[src/rtl/lc_tx_sync_filter_pkg.sv]
// Shared life-cycle multibit encodings and helpers for the lc_tx sync/filter block.
package lc_tx_sync_filter_pkg;

    localparam int unsigned LcTxW = 4;

    typedef logic [LcTxW-1:0] lc_tx_t;

    // Only these two encodings are legal; every other 4-bit pattern is treated as a fault.
    typedef enum logic [LcTxW-1:0] {
        On  = 4'b1010,
        Off = 4'b0101
    } lc_tx_e;

    localparam lc_tx_t LcTxOn    = lc_tx_t'(On);
    localparam lc_tx_t LcTxOff   = lc_tx_t'(Off);
    localparam lc_tx_t LcTxReset = LcTxOff;

    // True when the value is one of the two legal encodings.
    function automatic logic lc_tx_valid(input lc_tx_t val);
        return (val == LcTxOn) || (val == LcTxOff);
    endfunction

    // Maps any illegal encoding onto the safe Off value.
    function automatic lc_tx_t lc_tx_sanitize(input lc_tx_t val);
        return lc_tx_valid(val) ? val : LcTxOff;
    endfunction

endpackage

[src/rtl/lc_tx_sync_filter_chan.sv]
// One lc_tx channel: synchronizer chain, stability filter, commit and sticky error.
module lc_tx_filter_chan
    import lc_tx_sync_filter_pkg::*;
#(
    parameter int unsigned SyncStages = 2,
    parameter int unsigned FilterCnt  = 4
) (
    input  logic   clk_i,
    input  logic   rst_i,
    input  lc_tx_t lc_en_i,
    input  logic   err_clr_i,
    output lc_tx_t lc_en_o,
    output logic   stable_o,
    output logic   err_o
);

    localparam int unsigned CntW = $clog2(FilterCnt + 1);
    localparam logic [CntW-1:0] CntMax = CntW'(FilterCnt);
    localparam logic [CntW-1:0] CntOne = CntW'(1);

    lc_tx_t [SyncStages-1:0] sync_q;
    lc_tx_t                  samp;

    lc_tx_t          cand_q, cand_d;
    logic [CntW-1:0] cnt_q, cnt_d;
    lc_tx_t          out_d;
    logic            stable_d;
    logic            err_d;

    assign samp = sync_q[SyncStages-1];

    // Synchronizer flop chain; stage 0 captures the asynchronous input.
    always_ff @(posedge clk_i) begin
        if (rst_i) begin
            for (int i = 0; i < SyncStages; i++) begin
                sync_q[i] <= LcTxReset;
            end
        end else begin
            sync_q[0] <= lc_en_i;
            for (int i = 1; i < SyncStages; i++) begin
                sync_q[i] <= sync_q[i-1];
            end
        end
    end

    // Candidate tracking, saturating stability count, commit and sticky error next-state.
    always_comb begin
        cand_d = cand_q;
        cnt_d  = cnt_q;
        out_d  = lc_en_o;
        err_d  = err_o & ~err_clr_i;

        if (samp != cand_q) begin
            cand_d = samp;
            cnt_d  = CntOne;
        end else if (cnt_q != CntMax) begin
            cnt_d = cnt_q + CntOne;
        end

        // A committed illegal value forces Off and sets the error; set beats clear.
        if (cnt_q == CntMax) begin
            out_d = lc_tx_sanitize(cand_q);
            if (!lc_tx_valid(cand_q)) begin
                err_d = 1'b1;
            end
        end

        // Stable tracks the count being loaded, so it rises together with the final count step.
        stable_d = (cnt_d == CntMax);
    end

    // Filter state and registered outputs.
    always_ff @(posedge clk_i) begin
        if (rst_i) begin
            cand_q   <= LcTxReset;
            cnt_q    <= '0;
            lc_en_o  <= LcTxReset;
            stable_o <= 1'b0;
            err_o    <= 1'b0;
        end else begin
            cand_q   <= cand_d;
            cnt_q    <= cnt_d;
            lc_en_o  <= out_d;
            stable_o <= stable_d;
            err_o    <= err_d;
        end
    end

endmodule

[src/rtl/lc_tx_sync_filter.sv]
// Multi-channel lc_tx synchronizer / glitch filter with replicated outputs per channel.
module lc_tx_sync_filter
    import lc_tx_sync_filter_pkg::*;
#(
    parameter int unsigned NumChannels = 2,
    parameter int unsigned NumCopies   = 1,
    parameter int unsigned SyncStages  = 2,
    parameter int unsigned FilterCnt   = 4
) (
    input  logic                                         clk_i,
    input  logic                                         rst_i,
    input  logic [NumChannels-1:0][LcTxW-1:0]            lc_en_i,
    input  logic [NumChannels-1:0]                       err_clr_i,
    output logic [NumChannels-1:0][NumCopies-1:0][LcTxW-1:0] lc_en_o,
    output logic [NumChannels-1:0]                       stable_o,
    output logic [NumChannels-1:0]                       err_o
);

    lc_tx_t [NumChannels-1:0] chan_out;

    // Independent filter per channel; copies are wired from the single registered value.
    for (genvar ch = 0; ch < NumChannels; ch++) begin : g_chan
        lc_tx_filter_chan #(
            .SyncStages (SyncStages),
            .FilterCnt  (FilterCnt)
        ) u_chan (
            .clk_i     (clk_i),
            .rst_i     (rst_i),
            .lc_en_i   (lc_en_i[ch]),
            .err_clr_i (err_clr_i[ch]),
            .lc_en_o   (chan_out[ch]),
            .stable_o  (stable_o[ch]),
            .err_o     (err_o[ch])
        );

        for (genvar cp = 0; cp < NumCopies; cp++) begin : g_copy
            assign lc_en_o[ch][cp] = chan_out[ch];
        end
    end

endmodule
[config.mk]
export PLATFORM = sky130hd
export DESIGN_NAME = lc_tx_sync_filter
export DESIGN_NICKNAME = d
export VERILOG_FILES = /design/src/rtl/lc_tx_sync_filter_pkg.sv /design/src/rtl/lc_tx_sync_filter_chan.sv /design/src/rtl/lc_tx_sync_filter.sv
export SDC_FILE = /design/constraint.sdc
export NUM_CORES = 1
export LEC_CHECK = 0
export CORE_AREA = 4 4 60 62
export DETAILED_ROUTE_END_ITERATION = 8
export DIE_AREA = 0 0 64 66
export PLACE_DENSITY = 0.86
export REMOVE_ABC_BUFFERS = 1
export SETUP_SLACK_MARGIN = 0.05
export SYNTH_ARGS = -nofsm -noshare
export SYNTH_HDL_FRONTEND = slang
export SYNTH_SLANG_ARGS = --single-unit
[constraint.sdc]
create_clock -name clk_i -period 1.45 [get_ports clk_i]
set_input_delay 0.29 -clock clk_i [delete_from_list [all_inputs] [get_ports clk_i]]
set_output_delay 0.29 -clock clk_i [all_outputs]
set_load 0.03 [all_outputs]
==> flow_metrics.env, run 1 <==
export IMPL_synthAdderAreaFrac=0.0322
export IMPL_finalSetupTns_ns=0
export IMPL_syn_area_sq_mm=0.00155
export IMPL_synth_ff_type="dfxtp_1"
export IMPL_fin_nets=181
export IMPL_cts_hold_buf=0
export IMPL_irDropWorstVdd_mv=0.772
export IMPL_synthXorXnorAreaFrac=0.0757
export IMPL_htreeDepth=2
export IMPL_wl_mm=2.30
export IMPL_firstDrtPassIters=2
export IMPL_p_per_area_mw_per_mm2=1090
export IMPL_clk_insertion_delay_late_ns=0.34
export IMPL_fmax_ghz=0.742
export IMPL_fin_crit_sh=0.929
export IMPL_grt_max_degree=27
export IMPL_synth_compound_area_frac=0.0684
export IMPL_route_detailed_drc=0
export IMPL_fin_skew_ns=0.00607
export IMPL_status="completed"
export IMPL_ys_seq_area_frac=0.541
export IMPL_required_ns=1.16
export IMPL_cts_buffers=5
export IMPL_worst_pin_slew_ns=0.367
export IMPL_ant_nets=0
export IMPL_cp_num_buf_inv=1
export IMPL_ctsRootBufferMaster="clkbuf_4"
export IMPL_antenna_found_initial=0
export IMPL_worst_setup_path_end_kind="primary output"
export IMPL_grt_pass1_vias=1008
export IMPL_gp_congestion=0.785
export IMPL_avgSynthCellArea_sq_um=11.0
export IMPL_grt_usage=0.128
export IMPL_yosysTopAreaCell="dfxtp_1"
export IMPL_crit_chain="clkdlybuf4s15_1"
export IMPL_port_buffers=23
export IMPL_hpwl_mm=1.77
export IMPL_dr_total_vias=1009
export IMPL_die_w_microns=64
export IMPL_crit_family="buffers and inverters"
export IMPL_hold_path_class="reg -> reg"
export IMPL_ys_warn_count=0
export IMPL_relSlewSlack=0.753
export IMPL_grt_first_pass_wirelength_mm=4.15
export IMPL_synth_area_top_cells="dfxtp_1 (54%), nor2b_1 (4.8%), or2_2 (4.8%)"
export IMPL_viasPerCell=4.80
export IMPL_cp_arrival_ns=1.06
export IMPL_cp_slowest_stage_delay_ns=0.37
export IMPL_first_iter_violations=26
export IMPL_clkSinkCount=42
export IMPL_cp_start_kind="flop"
export IMPL_finalMaxSlewViolations=0
export IMPL_synthArstFlopShare=0
export IMPL_yosysTopAreaCellShare=0.541
export IMPL_setup_viol=0
export IMPL_routedWlPerCell_microns=11.0
export IMPL_fin_crit_ns=1.35
export IMPL_fin_area_sq_mm=0.00184
export IMPL_yosys_register_bits=42
export IMPL_num_rows=20
export IMPL_io_pin_count=24
export IMPL_synthSimpleGateAreaFrac=0.220
export IMPL_core_area_sq_mm=0.00303
export IMPL_synthCells=141
export IMPL_power_leakage_nw=0.742
export IMPL_postCtsSetupBuffers=0
export IMPL_clk_pin_slew_worst_paths_ns=0.12
export IMPL_tritoncts="built"
export IMPL_synth_edf_count=0
export IMPL_synthMuxAreaShare=0.00644
export IMPL_rsz0062_at_grt="no"
export IMPL_dpl_instance_area_sq_mm=0.00181
export IMPL_dieHeight_microns=66
export IMPL_diodes=0
export IMPL_start_util=0.513
export IMPL_critical_path_slowest_cell="clkdlybuf4s15_1"
export IMPL_worstPathMaxFanout=2
export IMPL_hold_viol_final=0
export IMPL_yosysUniqueCellTypes=30
export IMPL_max_cap_violations=0
export IMPL_die_area_sq_mm=0.00422
export IMPL_synth_top_family_by_area="simple AND/OR/NAND/NOR gates"
export IMPL_clockBufferDepth=2
export IMPL_syn_to_final_growth_pct=18.7
export IMPL_grt_overflow=0
export IMPL_critical_path_class="reg -> out"
export IMPL_drive_gt1_frac=0.241
==> final cells by class <==
| class | count | area (sq um) |
|---|---|---|
| well taps | 44 | 55.1 |
| flip-flops and latches | 42 | 843 |
| clock buffers | 7 | 55.1 |
| fillers | 249 | 1180 |
| clock inverters | 1 | 5.00 |
| multi-input cells | 83 | 627 |
| inverters | 7 | 26.3 |
| repair buffers | 26 | 233 |
==> cells by family (layout without fill, tap and decap cells) <==
kind of cell / after synthesis / after routing
flops: 42 / 42
compound gates: 14 / 14
xor+xnor: 10 / 10
mux: 1 / 1
buf+inv: 16 / 41
fa+ha+maj: 4 / 4
simple gates: 54 / 54
==> flip-flops by register name, summed over array words and instances, names as in the netlist <==
register                cells
g_chan.u_chan.cand_q        8
g_chan.u_chan.cnt_q         6
g_chan.u_chan.err_o         2
g_chan.u_chan.lc_en_o       8
g_chan.u_chan.samp          8
g_chan.u_chan.stable_o      2
g_chan.u_chan.sync_q        8
==> metrics by stage <==
step	hold WS, ns	utilization	instances	total power [mW]	worst slack, ns
2_1_floorplan	0.361	-	132	1.36	0.163
5_1_grt	0.432	0.609	210	2.10	0.0513
3_5_place_dp	0.397	0.599	202	1.45	0.0345
4_1_cts	0.421	0.614	210	2.02	0.0451
3_3_place_gp	0.391	0.599	202	1.44	0.0871
6_report	0.419	0.609	210	2.01	0.102
==> power by group <==
| group | switching [mW] | internal (mW) | total [mW] |
|---|---|---|---|
| clock network | 0.350 | 0.235 | 0.585 |
| logic | 0.0878 | 0.110 | 0.198 |
| registers | 0.0264 | 1.20 | 1.22 |
==> path summary, 6_finish.rpt <==
path | start | endpoint | slack (ns) | depth (start not counted)
max | g_chan[0].u_chan.lc_en_o[0] | lc_en_o[0] | 0.10 | 1
min | g_chan[1].u_chan.sync_q[0] | g_chan[1].u_chan.samp[0] | 0.42 | 1
max reg2reg | g_chan[1].u_chan.cnt_q[0] | g_chan[1].u_chan.cnt_q[0] | 0.14 | 5
min reg2reg | g_chan[1].u_chan.sync_q[0] | g_chan[1].u_chan.samp[0] | 0.42 | 1
==> worst reg2reg max path: cells and delay by family, from the launching register on <==
family / cells / cell delay [ns]
and+or+nand+nor: 1 / 0.22
DFF: 1 / 0.38
xor gates and xnor gates: 1 / 0.18
buffers and inverters: 1 / 0.05
adders and majority gates: 1 / 0.21
AOI/OAI and AO/OA: 1 / 0.17
==> repair_timing <==
| item | in CTS | in global routing |
|---|---|---|
| endpoints found under the setup margin | 12 | 23 |
| hold endpoints to repair | 0 | 0 |
| resized for setup | 13 | 18 |
==> layout by cell type, fill, tap and decap left out, types with 2 or more instances in the layout <==
| master | netlist | routed |
|---|---|---|
| a21oi_2 | 2 | 2 |
| a32oi_1 | 2 | 2 |
| buf_4 | 5 | 2 |
| clkbuf_2 | 0 | 6 |
| clkbuf_4 | 0 | 5 |
| clkdlybuf4s15_1 | 0 | 4 |
| clkdlybuf4s50_1 | 0 | 11 |
| dfxtp_1 | 42 | 40 |
| dfxtp_2 | 0 | 2 |
| dlygate4sd2_1 | 0 | 2 |
| ha_1 | 4 | 4 |
| inv_1 | 7 | 7 |
| nand2_1 | 10 | 10 |
| nand3b_1 | 2 | 2 |
| nand4bb_1 | 4 | 4 |
| nor2_1 | 4 | 4 |
| nor2b_1 | 12 | 12 |
| nor3_1 | 2 | 2 |
| nor4_2 | 2 | 2 |
| o21a_1 | 6 | 6 |
| or2_2 | 12 | 12 |
| xnor2_1 | 6 | 6 |
| xnor2_2 | 4 | 4 |
==> synth_stat cells, types with 2 or more instances <==
library cell	instances
a21oi_2	2
a32oi_1	2
and2_1	2
buf_4	5
clkbuf_1	2
dfxtp_1	42
ha_1	4
inv_1	7
nand2_1	10
nand3b_1	2
nand4bb_1	4
nor2_1	4
nor2b_1	12
nor3_1	2
nor4_2	2
o21a_1	6
or2_2	12
xnor2_1	6
xnor2_2	4
==> per-layer routing <==
layer / global-route usage / wire [microns]
met5: 0 / 0
met4: 0.0836 / 54
met3: 0.0391 / 118
met2: 0.240 / 1180
met1: 0.119 / 951
No activity file was read; power rests on OpenSTA's default activity.
==> inputs of run 2 (changes only) <==
--- a/config.mk
+++ b/config.mk
@@ -5,12 +5,14 @@
 export SDC_FILE = /design/constraint.sdc
 export NUM_CORES = 1
 export LEC_CHECK = 0
-export CORE_AREA = 4 4 60 62
+export CORE_AREA = 4 4 59 61
+export CTS_BUF_LIST = sky130_fd_sc_hd__clkbuf_2
 export DETAILED_ROUTE_END_ITERATION = 8
-export DIE_AREA = 0 0 64 66
-export PLACE_DENSITY = 0.86
+export DIE_AREA = 0 0 63 65
+export PLACE_DENSITY = 0.89
 export REMOVE_ABC_BUFFERS = 1
 export SETUP_SLACK_MARGIN = 0.05
+export SLEW_MARGIN = 20
 export SYNTH_ARGS = -nofsm -noshare
 export SYNTH_HDL_FRONTEND = slang
 export SYNTH_SLANG_ARGS = --single-unit
==> run 2 against run 1 <==
Net effect: via count shrank 3.5%; sequential share of layout area grew 1.1 points; setup slack gained 0.0065 ns; combinational power grew 2%; clock skew grew 0.0043 ns; critical path type unchanged; design area shrank 2.4%; flip-flop and latch count is the same; core utilization shrank 0.45 points; global-route usage grew 1.2 points; hold slack gained 0.011 ns; non-clock buffer count is the same; clock-buffer cell count shrank 2.
==> flow_metrics.env, run 2 (synthesis results as in run 1) <==
export IMPL_wl_met1_mm=1.00
export IMPL_grt_usage=0.141
export IMPL_worstPathMaxFanout=2
export IMPL_max_cap_violations=0
export IMPL_die_w_microns=63
export IMPL_worst_pin_slew_ns=0.325
export IMPL_io_pin_count=24
export IMPL_critical_path_class="reg -> out"
export IMPL_routedWlPerCell_microns=12.0
export IMPL_dr_total_vias=974
export IMPL_diodes=0
export IMPL_firstDrtPassIters=2
export IMPL_postCtsSetupBuffers=0
export IMPL_topRoutingLayerUsed="met4"
export IMPL_timing_rr_start="g_chan[1].u_chan.cnt_q[0]"
export IMPL_cp_start_kind="flop"
export IMPL_antenna_found_initial=0
export IMPL_fill_cells=228
export IMPL_fin_crit_ns=1.34
export IMPL_fmax_ghz=0.746
export IMPL_die_area_sq_mm=0.00410
export IMPL_setup_viol=0
export IMPL_power_leakage_nw=0.714
export IMPL_fin_skew_ns=0.0104
export IMPL_cp_num_buf_inv=1
export IMPL_htreeDepth=2
export IMPL_worst_setup_path_end_kind="primary output"
export IMPL_core_area_sq_mm=0.00298
export IMPL_p_per_area_mw_per_mm2=1020
export IMPL_wl_met3_microns=90
export IMPL_cp_slowest_stage_delay_ns=0.37
export IMPL_clk_pin_slew_worst_paths_ns=0.17
export IMPL_regArea_sq_um=843
export IMPL_crit_family="flip-flops"
export IMPL_required_ns=1.16
export IMPL_finalMaxSlewViolations=0
export IMPL_met2_length_mm=1.23
export IMPL_irDropWorstVdd_mv=0.664
export IMPL_grt_overflow=0
export IMPL_finalSetupTns_ns=0
export IMPL_grt_first_pass_wirelength_mm=4.49
export IMPL_grt_max_degree=26
export IMPL_layout_setup_ws_ns=0.109
export IMPL_ant_nets=0
export IMPL_drive_gt1_frac=0.274
export IMPL_port_buffers=23
export IMPL_pre_cts_ws_ns=0.0317
export IMPL_start_util=0.522
export IMPL_worstSetupStartpoint="g_chan[1].u_chan.lc_en_o[1]"
export IMPL_dieHeight_microns=65
export IMPL_hold_viol_final=0
export IMPL_clk_insertion_delay_late_ns=0.37
export IMPL_hold_path_class="reg -> reg"
export IMPL_fin_crit_sh=0.925
export IMPL_viasPerCell=4.94
export IMPL_rsz0062_at_grt="no"
export IMPL_hold_start="g_chan[0].u_chan.sync_q[0]"
export IMPL_multi_input_area_sq_um=632
export IMPL_cts_buffers=5
export IMPL_fin_nets=181
export IMPL_ctsRootBufferMaster="clkbuf_2"
export IMPL_status="completed"
export IMPL_first_iter_violations=6
export IMPL_clockBufferDepth=2
export IMPL_relSlewSlack=0.781
export IMPL_grt_pass1_vias=1052
export IMPL_route_detailed_drc=0
export IMPL_num_rows=20
export IMPL_layout_common_cells="dfxtp_1 (40), nor2b_1 (12), or2_2 (12)"
export IMPL_syn_to_final_growth_pct=15.9
export IMPL_wl_mm=2.37
export IMPL_gp_congestion=0.699
export IMPL_cp_arrival_ns=1.05
export IMPL_tritoncts="built"
export IMPL_critical_path_slowest_cell="dfxtp_1"
export IMPL_hpwl_mm=1.87
export IMPL_clkSinkCount=42
export IMPL_crit_chain="clkdlybuf4s15_2"
export IMPL_final_common_cell="dfxtp_1"
## run 2: layout make-up
| class | instances | area share |
|---|---|---|
| clock buffer | 5 | 0.0139 |
| multi-input combinational | 83 | 0.351 |
| inverter | 7 | 0.0146 |
| clock inverter | 1 | 0.00208 |
| sequential | 42 | 0.468 |
| timing repair buffer | 26 | 0.127 |
| tap | 33 | 0.0229 |
## run 2: what timing repair did
item / in CTS / in global routing
resized for setup: 35 / 18
hold buffers: 0 / 0
setup endpoints to repair: 13 / 22
## run 2: power by group
group / switching, mW / total (mW) / internal (mW)
Combinational: 0.0903 / 0.202 / 0.112
Sequential: 0.0262 / 1.22 / 1.20
Clock: 0.319 / 0.415 / 0.0960
## run 2: path summary, 6_finish.rpt
check                              endpoint  slack (ns)  cells after the start
hold / removal     g_chan[0].u_chan.samp[0]        0.43                      1
setup / recovery                 lc_en_o[5]        0.11                      1
hold reg to reg    g_chan[0].u_chan.samp[0]        0.43                      1
setup reg to reg  g_chan[1].u_chan.cnt_q[0]        0.13                      5
## run 2: metrics by stage
stage / total power [mW] / utilization / cell area [sq um] / cells / hold slack (ns)
2_1_floorplan: 1.36 / - / 1490 / 132 / 0.361
5_1_grt: 1.94 / 0.605 / 1800 / 197 / 0.399
6_report: 1.84 / 0.605 / 1800 / 197 / 0.430
3_3_place_gp: 1.44 / 0.604 / 1800 / 191 / 0.391
3_5_place_dp: 1.45 / 0.604 / 1800 / 191 / 0.398
4_1_cts: 1.87 / 0.618 / 1840 / 197 / 0.413
## run 2: routing by layer
| layer | GRT usage | vias to the layer above |
|---|---|---|
| met5 | 0 | - |
| met3 | 0.0416 | 7 |
| met4 | 0.0716 | 0 |
| li1 | - | 505 |
| met2 | 0.258 | 16 |
| met1 | 0.144 | 446 |
